### src/rtl/spi_reg_pkg.sv
// Shared definitions for the SPI command/register controller: register map,
// CTRL bit positions, FSM encoding and the error fill byte.
package spi_reg_pkg;

  typedef logic [6:0] addr_t;

  localparam addr_t ADDR_CTRL     = 7'd0;
  localparam addr_t ADDR_LOAD_VAL = 7'd1;
  localparam addr_t ADDR_COUNT    = 7'd2;
  localparam addr_t ADDR_LED      = 7'd3;
  localparam addr_t ADDR_ID       = 7'd4;
  localparam addr_t ADDR_MAX      = ADDR_ID;

  localparam int CTRL_EN   = 0;
  localparam int CTRL_DIR  = 1;
  localparam int CTRL_CLR  = 2;
  localparam int CTRL_LOAD = 3;

  localparam logic [7:0] ERR_FILL = 8'hFF;

  typedef enum logic [2:0] {
    ST_IDLE,
    ST_CMD,
    ST_WR,
    ST_RD,
    ST_ERR
  } state_t;

  // Burst pointer steps through the valid map and wraps back to CTRL.
  function automatic addr_t next_addr(input addr_t a);
    return (a >= ADDR_MAX) ? ADDR_CTRL : addr_t'(a + 7'd1);
  endfunction

endpackage

### src/rtl/spi_reg_ctrl_if.sv
// Byte-level link between the SPI slave shifter (master side) and the
// register controller (slave side).
interface spi_reg_ctrl_if #(
   parameter int DATA_W = 8
);
   logic              cs_active;
   logic              rx_valid;
   logic [DATA_W-1:0] rx_byte;
   logic [DATA_W-1:0] tx_byte;
   logic              tx_load;

   modport master (
      output cs_active, rx_valid, rx_byte,
      input  tx_byte, tx_load
   );

   modport slave (
      input  cs_active, rx_valid, rx_byte,
      output tx_byte, tx_load
   );
endinterface

### src/rtl/spi_reg_file.sv
// Register storage behind the SPI controller: CTRL/LOAD_VAL/LED registers,
// one-cycle clr/load pulses and the combinational read mux.
module spi_reg_file
   import spi_reg_pkg::*;
#(
   parameter int                DATA_W = 8,
   parameter int                N_LED  = 5,
   parameter logic [DATA_W-1:0] ID_VAL = 8'hA5
) (
   input  logic              clk,
   input  logic              rst_n,
   input  logic              wr_en,
   input  addr_t             wr_addr,
   input  logic [DATA_W-1:0] wr_data,
   input  addr_t             rd_addr,
   input  logic [DATA_W-1:0] cnt_value,
   output logic [DATA_W-1:0] rd_data,
   output logic              cnt_en,
   output logic              cnt_dir,
   output logic              cnt_clr,
   output logic              cnt_load,
   output logic [DATA_W-1:0] cnt_load_val,
   output logic [N_LED-1:0]  led
);

   logic wr_ctrl;
   assign wr_ctrl = wr_en && (wr_addr == ADDR_CTRL);

   // NOTE: every register here is a handful of flops driving pins, so all of
   // them take the async reset; there is no RAM-style storage to exclude.
   always_ff @(posedge clk or negedge rst_n) begin
      if (!rst_n) begin
         cnt_en       <= 1'b0;
         cnt_dir      <= 1'b0;
         cnt_clr      <= 1'b0;
         cnt_load     <= 1'b0;
         cnt_load_val <= '0;
         led          <= '0;
      end else begin
         // NOTE: non-blocking assignments keep every flop sampling pre-edge
         // values, so statement order inside this block never matters.
         cnt_clr  <= wr_ctrl && wr_data[CTRL_CLR];
         cnt_load <= wr_ctrl && wr_data[CTRL_LOAD];
         if (wr_ctrl) begin
            cnt_en  <= wr_data[CTRL_EN];
            cnt_dir <= wr_data[CTRL_DIR];
         end
         if (wr_en && (wr_addr == ADDR_LOAD_VAL)) cnt_load_val <= wr_data;
         if (wr_en && (wr_addr == ADDR_LED))      led          <= wr_data[N_LED-1:0];
      end
   end

   // Pulse bits of CTRL read back as 0; COUNT is the live counter value.
   always_comb begin
      // NOTE: default first so no path through the case leaves rd_data
      // unassigned, which would otherwise infer a latch.
      rd_data = '0;
      case (rd_addr)
         ADDR_CTRL: begin
            rd_data[CTRL_EN]  = cnt_en;
            rd_data[CTRL_DIR] = cnt_dir;
         end
         ADDR_LOAD_VAL: rd_data = cnt_load_val;
         ADDR_COUNT:    rd_data = cnt_value;
         ADDR_LED:      rd_data[N_LED-1:0] = led;
         ADDR_ID:       rd_data = ID_VAL;
         default:       rd_data = '0;
      endcase
   end

endmodule

### src/rtl/spi_reg_ctrl.sv
// SPI command/register controller: decodes one command byte per CE0 frame,
// then performs burst register writes or streams register reads.
module spi_reg_ctrl
   import spi_reg_pkg::*;
#(
   parameter int                DATA_W = 8,
   parameter int                N_LED  = 5,
   parameter logic [DATA_W-1:0] ID_VAL = 8'hA5
) (
   input  logic              clk,
   input  logic              rst_n,
   spi_reg_ctrl_if.slave     spi,
   input  logic [DATA_W-1:0] cnt_value,
   output logic              cnt_en,
   output logic              cnt_dir,
   output logic              cnt_clr,
   output logic              cnt_load,
   output logic [DATA_W-1:0] cnt_load_val,
   output logic [N_LED-1:0]  led
);

   state_t            state;
   addr_t             ptr;
   addr_t             cmd_addr;
   logic              cmd_rd;
   addr_t             rd_addr;
   logic [DATA_W-1:0] rd_data;
   logic              wr_en;

   assign cmd_addr = spi.rx_byte[6:0];
   assign cmd_rd   = spi.rx_byte[DATA_W-1];
   // The command byte itself selects the first read address.
   assign rd_addr  = (state == ST_CMD) ? cmd_addr : ptr;
   assign wr_en    = (state == ST_WR) && spi.rx_valid;

   spi_reg_file #(
      .DATA_W (DATA_W),
      .N_LED  (N_LED),
      .ID_VAL (ID_VAL)
   ) u_reg_file (
      .clk          (clk),
      .rst_n        (rst_n),
      .wr_en        (wr_en),
      .wr_addr      (ptr),
      .wr_data      (spi.rx_byte),
      .rd_addr      (rd_addr),
      .cnt_value    (cnt_value),
      .rd_data      (rd_data),
      .cnt_en       (cnt_en),
      .cnt_dir      (cnt_dir),
      .cnt_clr      (cnt_clr),
      .cnt_load     (cnt_load),
      .cnt_load_val (cnt_load_val),
      .led          (led)
   );

   always_ff @(posedge clk or negedge rst_n) begin
      if (!rst_n) begin
         state       <= ST_IDLE;
         ptr         <= '0;
         spi.tx_byte <= '0;
         spi.tx_load <= 1'b0;
      end else begin
         spi.tx_load <= 1'b0;
         case (state)
            ST_IDLE: if (spi.cs_active) state <= ST_CMD;
            ST_CMD: begin
               if (spi.rx_valid) begin
                  if (cmd_addr > ADDR_MAX) begin
                     state <= ST_ERR;
                  end else if (cmd_rd) begin
                     state       <= ST_RD;
                     spi.tx_byte <= rd_data;
                     spi.tx_load <= 1'b1;
                     ptr         <= next_addr(cmd_addr);
                  end else begin
                     state <= ST_WR;
                     ptr   <= cmd_addr;
                  end
               end
            end
            ST_WR: if (spi.rx_valid) ptr <= next_addr(ptr);
            ST_RD: begin
               if (spi.rx_valid) begin
                  spi.tx_byte <= rd_data;
                  spi.tx_load <= 1'b1;
                  ptr         <= next_addr(ptr);
               end
            end
            ST_ERR: begin
               if (spi.rx_valid) begin
                  spi.tx_byte <= DATA_W'(ERR_FILL);
                  spi.tx_load <= 1'b1;
               end
            end
            default: state <= ST_IDLE;
         endcase
         // Frame end wins over the transition above, but a byte arriving in
         // the same cycle has already been handled.
         if ((state != ST_IDLE) && !spi.cs_active) begin
            state <= ST_IDLE;
            ptr   <= '0;
         end
      end
   end

endmodule
### src/flat_wrapper.sv
// flat-port wrapper written by rule: the top's interface ports become plain ports
module spi_reg_ctrl_flat import spi_reg_pkg::*;
#(
   parameter int                DATA_W = 8,
   parameter int                N_LED  = 5,
   parameter logic [DATA_W-1:0] ID_VAL = 8'hA5
)
  (clk, rst_n, cnt_value, cnt_en, cnt_dir, cnt_clr, cnt_load, cnt_load_val, led, spi_cs_active, spi_rx_valid, spi_rx_byte, spi_tx_byte, spi_tx_load);
  spi_reg_ctrl_if #(.DATA_W(DATA_W)) spi_i ();
  input  logic clk;
  input  logic rst_n;
  input  logic [DATA_W-1:0] cnt_value;
  output logic cnt_en;
  output logic cnt_dir;
  output logic cnt_clr;
  output logic cnt_load;
  output logic [DATA_W-1:0] cnt_load_val;
  output logic [N_LED-1:0] led;
  input wire logic [$bits(spi_i.cs_active)-1:0] spi_cs_active;
  input wire logic [$bits(spi_i.rx_valid)-1:0] spi_rx_valid;
  input wire logic [$bits(spi_i.rx_byte)-1:0] spi_rx_byte;
  output wire logic [$bits(spi_i.tx_byte)-1:0] spi_tx_byte;
  output wire logic [$bits(spi_i.tx_load)-1:0] spi_tx_load;
  assign spi_i.cs_active = spi_cs_active;
  assign spi_i.rx_valid = spi_rx_valid;
  assign spi_i.rx_byte = spi_rx_byte;
  assign spi_tx_byte = spi_i.tx_byte;
  assign spi_tx_load = spi_i.tx_load;
  spi_reg_ctrl #(.DATA_W(DATA_W), .N_LED(N_LED), .ID_VAL(ID_VAL)) u_core (.clk(clk), .rst_n(rst_n), .spi(spi_i), .cnt_value(cnt_value), .cnt_en(cnt_en), .cnt_dir(cnt_dir), .cnt_clr(cnt_clr), .cnt_load(cnt_load), .cnt_load_val(cnt_load_val), .led(led));
endmodule
### config.mk
export PLATFORM = sky130hd
export DESIGN_NAME = spi_reg_ctrl_flat
export DESIGN_NICKNAME = d
export VERILOG_FILES = /design/src/rtl/spi_reg_pkg.sv /design/src/rtl/spi_reg_ctrl_if.sv /design/src/rtl/spi_reg_file.sv /design/src/rtl/spi_reg_ctrl.sv /design/src/flat_wrapper.sv
export SDC_FILE = /design/constraint.sdc
export NUM_CORES = 1
export LEC_CHECK = 0
export CAP_MARGIN = 20
export CORE_MARGIN = 2
export CORE_UTILIZATION = 35
export CTS_CLUSTER_SIZE = 14
export DETAILED_ROUTE_END_ITERATION = 8
export PLACE_DENSITY = 0.59
export RECOVER_POWER = 50
export SYNTH_ARGS = -nofsm -noshare
export SYNTH_HDL_FRONTEND = slang
export SYNTH_HIERARCHICAL = 1
export SYNTH_SLANG_ARGS = --single-unit
### constraint.sdc
create_clock -name clk -period 2.9 [get_ports clk]
set_clock_uncertainty 0.2 [all_clocks]
set_input_delay 0.29 -clock clk [delete_from_list [all_inputs] [get_ports clk]]
set_output_delay 0.29 -clock clk [all_outputs]
set_load 0.03 [all_outputs]
Yosys cells after proc, flatten, opt, wreduce, memory -nomap -nowiden
Index checks and enable logic that the tools add are counted.

storage, ports and cells
  output and inout port bits = 26
  bits in registers = 36
  memory bits (writable) = 0
  memory bits (read-only) = 0
  memories kept = 0
  bits in latches = 0
  input bits = 20

operators by class
  muxes and demuxes = 29
  equal/unequal tests = 20
  add/subtract/negate cells = 2
  div/mod/pow operators = 0
  $lt $le $gt $ge = 3
  shift operators = 0
  reductions and logical operators = 20
  $mul = 0
  bitwise gates (word level) = 0

operators with widths
  operator                                                                              count
  7-bit 2-to-1 mux                                                                      8
  8-bit 2-to-1 mux                                                                      5
  8-bit one-hot mux with 3 select lines                                                 1
  7-bit by 2-bit equality test with 1-bit output (second input constant)                3
  3-bit one-hot mux with 3 select lines                                                 2
  7-bit by 1-bit adder with 7-bit output (second input constant)                        2
  7-bit by 1-bit equality test with 1-bit output (second input constant)                2
  7-bit by 3-bit greater-or-equal comparator with 1-bit output (second input constant)  2
  7-bit logical NOT                                                                     2
  7-bit one-hot mux with 2 select lines                                                 1
  3-bit 2-to-1 mux                                                                      4
  3-bit one-hot mux with 4 select lines                                                 1
  2-bit != test (second input constant)                                                 5
  2-bit one-hot mux with 5 select lines                                                 1
  3-bit nonzero test                                                                    3
  7-bit by 3-bit equality test with 1-bit output (second input constant)                1
  7-bit by 3-bit greater-than comparator with 1-bit output (second input constant)      1
  1-bit logical AND                                                                     7
  3-bit by 2-bit equality test with 1-bit output (second input constant)                2
  3-bit != test (second input constant)                                                 2
  6-bit AND reduction                                                                   1
  1-bit 2-to-1 mux                                                                      5
  4-bit AND reduction                                                                   1
  2-bit OR reduction                                                                    2
  other kinds (10)                                                                      10

Depth between registers and ports, before layout
  word-level depth = 8
  depth in mapped cells = 10
  mapped depth without buffers = 8

By module
Netlist, hierarchy kept.

by module, submodules not included
  module        area each (sq um)  cells an instance  instances
  spi_reg_ctrl  1062.3             96                 1
  spi_reg_file  928.4              76                 1

Worst setup path before layout
OpenSTA, ideal clock, no wires.

  path kind = register to register
  start point = reg u_core.state[1]
  end point = reg u_core.spi.tx_byte[6]
  cell stages (with the launch flop) = 8
  path slack = 0.380 ns
  buffers on the path = 1
  arrival time = 2.255 ns
  required time = 2.635 ns
  path through = dfrtp_1 > buf_2 > nor3_4 > mux2_2 > or4_4 > or2_1 > a21oi_1 > o22a_1

between the ends
  word-level cells in the longest chain between the ends = 8

ends and longest elaborated chain
  item                                                                          RTL line               RTL
  from (decl)                                                                   spi_reg_ctrl.sv:22     state_t state;
  from (signal assigned)                                                        spi_reg_ctrl.sv:59     state <= ST_IDLE;
  from (signal assigned)                                                        spi_reg_ctrl.sv:66     ST_IDLE: if (spi.cs_active) state <= ST_CMD;
  from (signal assigned)                                                        spi_reg_ctrl.sv:70     state <= ST_ERR;
  3-bit by 1-bit equality test with 1-bit output (*)                            spi_reg_ctrl.sv:33     assign rd_addr = (state == ST_CMD) ? cmd_addr : ptr;
  7-bit 2-to-1 mux (*)                                                          spi_reg_ctrl.sv:33
  named net u_core.rd_addr[5]                                                   spi_reg_ctrl.sv:26     addr_t rd_addr;
  7-bit by 3-bit equality test with 1-bit output, or another cell as far along  spi_reg_file.sv:58     case (rd_addr)
  3-bit one-hot mux with 3 select lines (*)                                     spi_reg_file.sv:58
  named net u_core.rd_data[6]                                                   spi_reg_ctrl.sv:27     logic [DATA_W-1:0] rd_data;
  8-bit 2-to-1 mux                                                              spi_reg_ctrl.sv:71     end else if (cmd_rd) begin
  8-bit 2-to-1 mux                                                              spi_reg_ctrl.sv:69     if (cmd_addr > ADDR_MAX) begin
  8-bit 2-to-1 mux                                                              spi_reg_ctrl.sv:68     if (spi.rx_valid) begin
  8-bit one-hot mux with 3 select lines (*)                                     spi_reg_ctrl.sv:65     case (state)
  to (signal assigned)                                                          spi_reg_ctrl.sv:73     spi.tx_byte <= rd_data;
  to (signal assigned)                                                          spi_reg_ctrl.sv:85     spi.tx_byte <= rd_data;
  to (signal assigned)                                                          spi_reg_ctrl.sv:92     spi.tx_byte <= DATA_W'(ERR_FILL);
  to (decl)                                                                     spi_reg_ctrl_if.sv:19  output tx_byte, tx_load

The timed path passes the listed nets; every way through them passes the cells marked *. The select of a mux whose other input is x is not followed.
A chain may end at the register's enable or synchronous reset.

Final worst setup path
  start point = reg u_core.state[0]
  end point = reg u_core.spi.tx_byte[6]

The elaborated chain is that of the path after synthesis.

==> impl_metrics.ini <==
[critical_path]
cp_cell_sequence = inv_1, nor3_4, mux2_2, or4_4, or2_1, a21oi_1, o22a_1
end_kind = register
r2r_slack_ns = 0.22
slowest_stage = or4_4
r2r_start = u_core/state[0]
cp_slowest_stage_delay_ns = 0.56
critical_path_arrival_ns = 2.70
critPathLaunchType = register
startpoint = u_core/state[0]
cp_data_required_time_ns = 2.92
critical_path_class = reg2reg
crit_fanout = 9

[layout]
diodes = 0
fin_util_pct = 48.03
area_growth_pct = 32.87
finalNetCount = 249
mostFrequentLayoutCell = dfrtp_1
final_cell_mix = 36 x dfrtp_1, 31 x clkdlybuf4s50_1, 24 x mux2_2
drive_above_1_share_pct = 24.00

[clock_network]
numCtsBuffers = 5
cts_root_buf = clkbuf_8
cts_max_path_buffers = 2
htreeDepth = 2
clk_pin_slew_ns = 0.07
hold_buffers = 0
post_cts_resized = 0
clock_latency_ns = 0.28
clock_sinks = 36
post_cts_buffers = 0
cts_tree = built

[job]
cap_violations = 1

[timing]
setup_viol = 0
relSlewSlack_pct = -30.11
period_needed_ns = 2.677
fmax_mhz = 373.5
setup_tns_ns = 0
final_max_slew_viol_count = 37
finalHoldViolCount = 0
period_share_pct = 92.32
worst_pin_slew_ns = 1.952
worst_slack_ns = 0.2227
rsz0062_at_grt = false

[drt]
vias = 1537
post-route-drc-count = 0
wl_per_cell_um = 16.31
ant_nets = 0
firstDrtPassIters = 4
wirelength_mm = 4.844
vias_per_cell = 5.175
drt_iter0_markers = 50

[synthesis]
synth_top_area_share_pct = 45.25
yosys_warnings = 6
syn_avg_cell_area_sq_um = 11.57
synth_area_leaders = dfrtp_1 45%, mux2_2 14%, ha_1 2.5%
syn_area_sq_mm = 0.001991
synth_cells = 172
synth_async_sr_flop_share_pct = 100.0
synth_top_area_cell = dfrtp_1
synth_ff_type = dfrtp_1
synth.distinct_cells = 45
syn_nets = 196
synth-edff-count = 0
synth_seq_area_share_pct = 45.25
ys_seq_elements = 36

[placed_design]
pre_cts_slack_ns = 0.2237
hpwl_mm = 3.677
io_buffers = 45
gp_congestion = 0.7979

[global_routing]
overflow = 0
grt.total_usage_pct = 16.80
grt_max_degree = 37
antenna_found_initial = 0
grt_pass1_vias = 1550
grt_pass1_wl_mm = 8.066

[hold_path]
min_from = u_core/spi.tx_byte[6]
hp-class = reg2reg

[floorplan]
io_pins = 46
fp-row-count = 27
fp.coreArea_sq_mm = 0.005507
die-area_sq_mm = 0.006307
fp.dieH_um = 79.42
die_w_um = 79.42
initial_core_util_pct = 36.15

[status]
violations = max-capacitance violations, max-slew violations
status = complete, but fails checks

[pwr]
p_leak_nw = 1.171
power_density_mw_per_mm2 = 455.8
peakVddDrop_mv = 0.2009
totalPowerFinal_w = 0.001206
worst paths after layout:
path / cells past startpoint / to
max: 7 / u_core/spi.tx_byte[6]
min: 1 / u_core/spi.tx_byte[6]
max reg2reg: 7 / u_core/spi.tx_byte[6]
min reg2reg: 1 / u_core/spi.tx_byte[6]
max in group asynchronous: 2 / u_core/spi.tx_byte[7]
min in group asynchronous: 2 / u_core/u_reg_file/led[1]
cells in the mapped netlist (2+ instances only):
cell and count:
nor2_1 5, and2_1 6, nand4_1 2, inv_1 5, dfrtp_1 36, nor2b_1 5
nand3b_1 6, a21oi_1 6, nand2_1 8, nor3b_1 4, nor3_1 2, ha_1 4
o21ai_0 3, buf_2 3, mux2_2 24, o22a_2 4, a22o_1 3, nand2b_1 6
o22a_1 4, a31oi_1 5, o21ai_2 3, or4_1 2, a22oi_1 2, a32o_1 3
sequential cells by signal, summed over array words and instances (netlist names):
signal,count
u_core/u_reg_file/cnt_en,1
u_core/u_reg_file/cnt_dir,1
u_core/u_reg_file/led,5
u_core/spi.tx_byte,8
u_core/u_reg_file/cnt_clr,1
u_core/state,3
u_core/ptr,7
u_core/u_reg_file/cnt_load,1
u_core/u_reg_file/cnt_load_val,8
u_core/spi.tx_load,1
metal layers:
| metal | global-route usage, % | wire length (um) |
|---|---|---|
| met1 | 21.61 | 2181 |
| met4 | 4.655 | 49 |
| met5 | 0 | 0 |
| met3 | 4.072 | 276 |
| met2 | 28.22 | 2335 |
final cells by class:
class	instances	area (sq um)
timing repair buffer	51	491.7
sequential	36	900.9
fill	523	2861
multi-input combinational	126	1047
clock buffer	7	96.34
tap	72	90.09
inverter	5	18.77
critical path: cells and delay by family (launching register included):
family | cells | cell delay, ns
and+or+nand+nor | 3 | 1.18
muxes | 1 | 0.38
buffers and inverters | 1 | 0.13
DFF | 1 | 0.46
AOI/OAI and AO/OA | 2 | 0.26
per-stage QoR:
stage	cells	cell area, sq um	hold WS, ns
3_5_place_dp	290	2552	0.2999
3_3_place_gp	290	2552	0.2931
6_report	297	2645	0.3050
4_1_cts	297	2649	0.2418
5_1_grt	297	2645	0.3256
2_1_floorplan	172	1991	-0.2056
power by group:
| group | total (W) | leakage, nW | internal (W) | switching (W) |
|---|---|---|---|---|
| logic | 0.000279 | 0.651 | 0.000131 | 0.000148 |
| registers | 0.000552 | 0.469 | 0.000532 | 0.0000205 |
| clock network | 0.000375 | 0.0503 | 0.000211 | 0.000163 |
| total | 0.00121 | 1.17 | 0.000874 | 0.000332 |
logic make-up after synthesis:
kind of cell	share of synthesized area, %
AO/OA/AOI/OAI	14.71
multiplexers	14.71
XOR/XNOR	0.4401
adder cells (fa/ha/maj)	2.514
AND/OR/NAND/NOR	20.24
flip-flops	45.25
buffers and inverters	2.136
(Power assumes the default switching activity.)
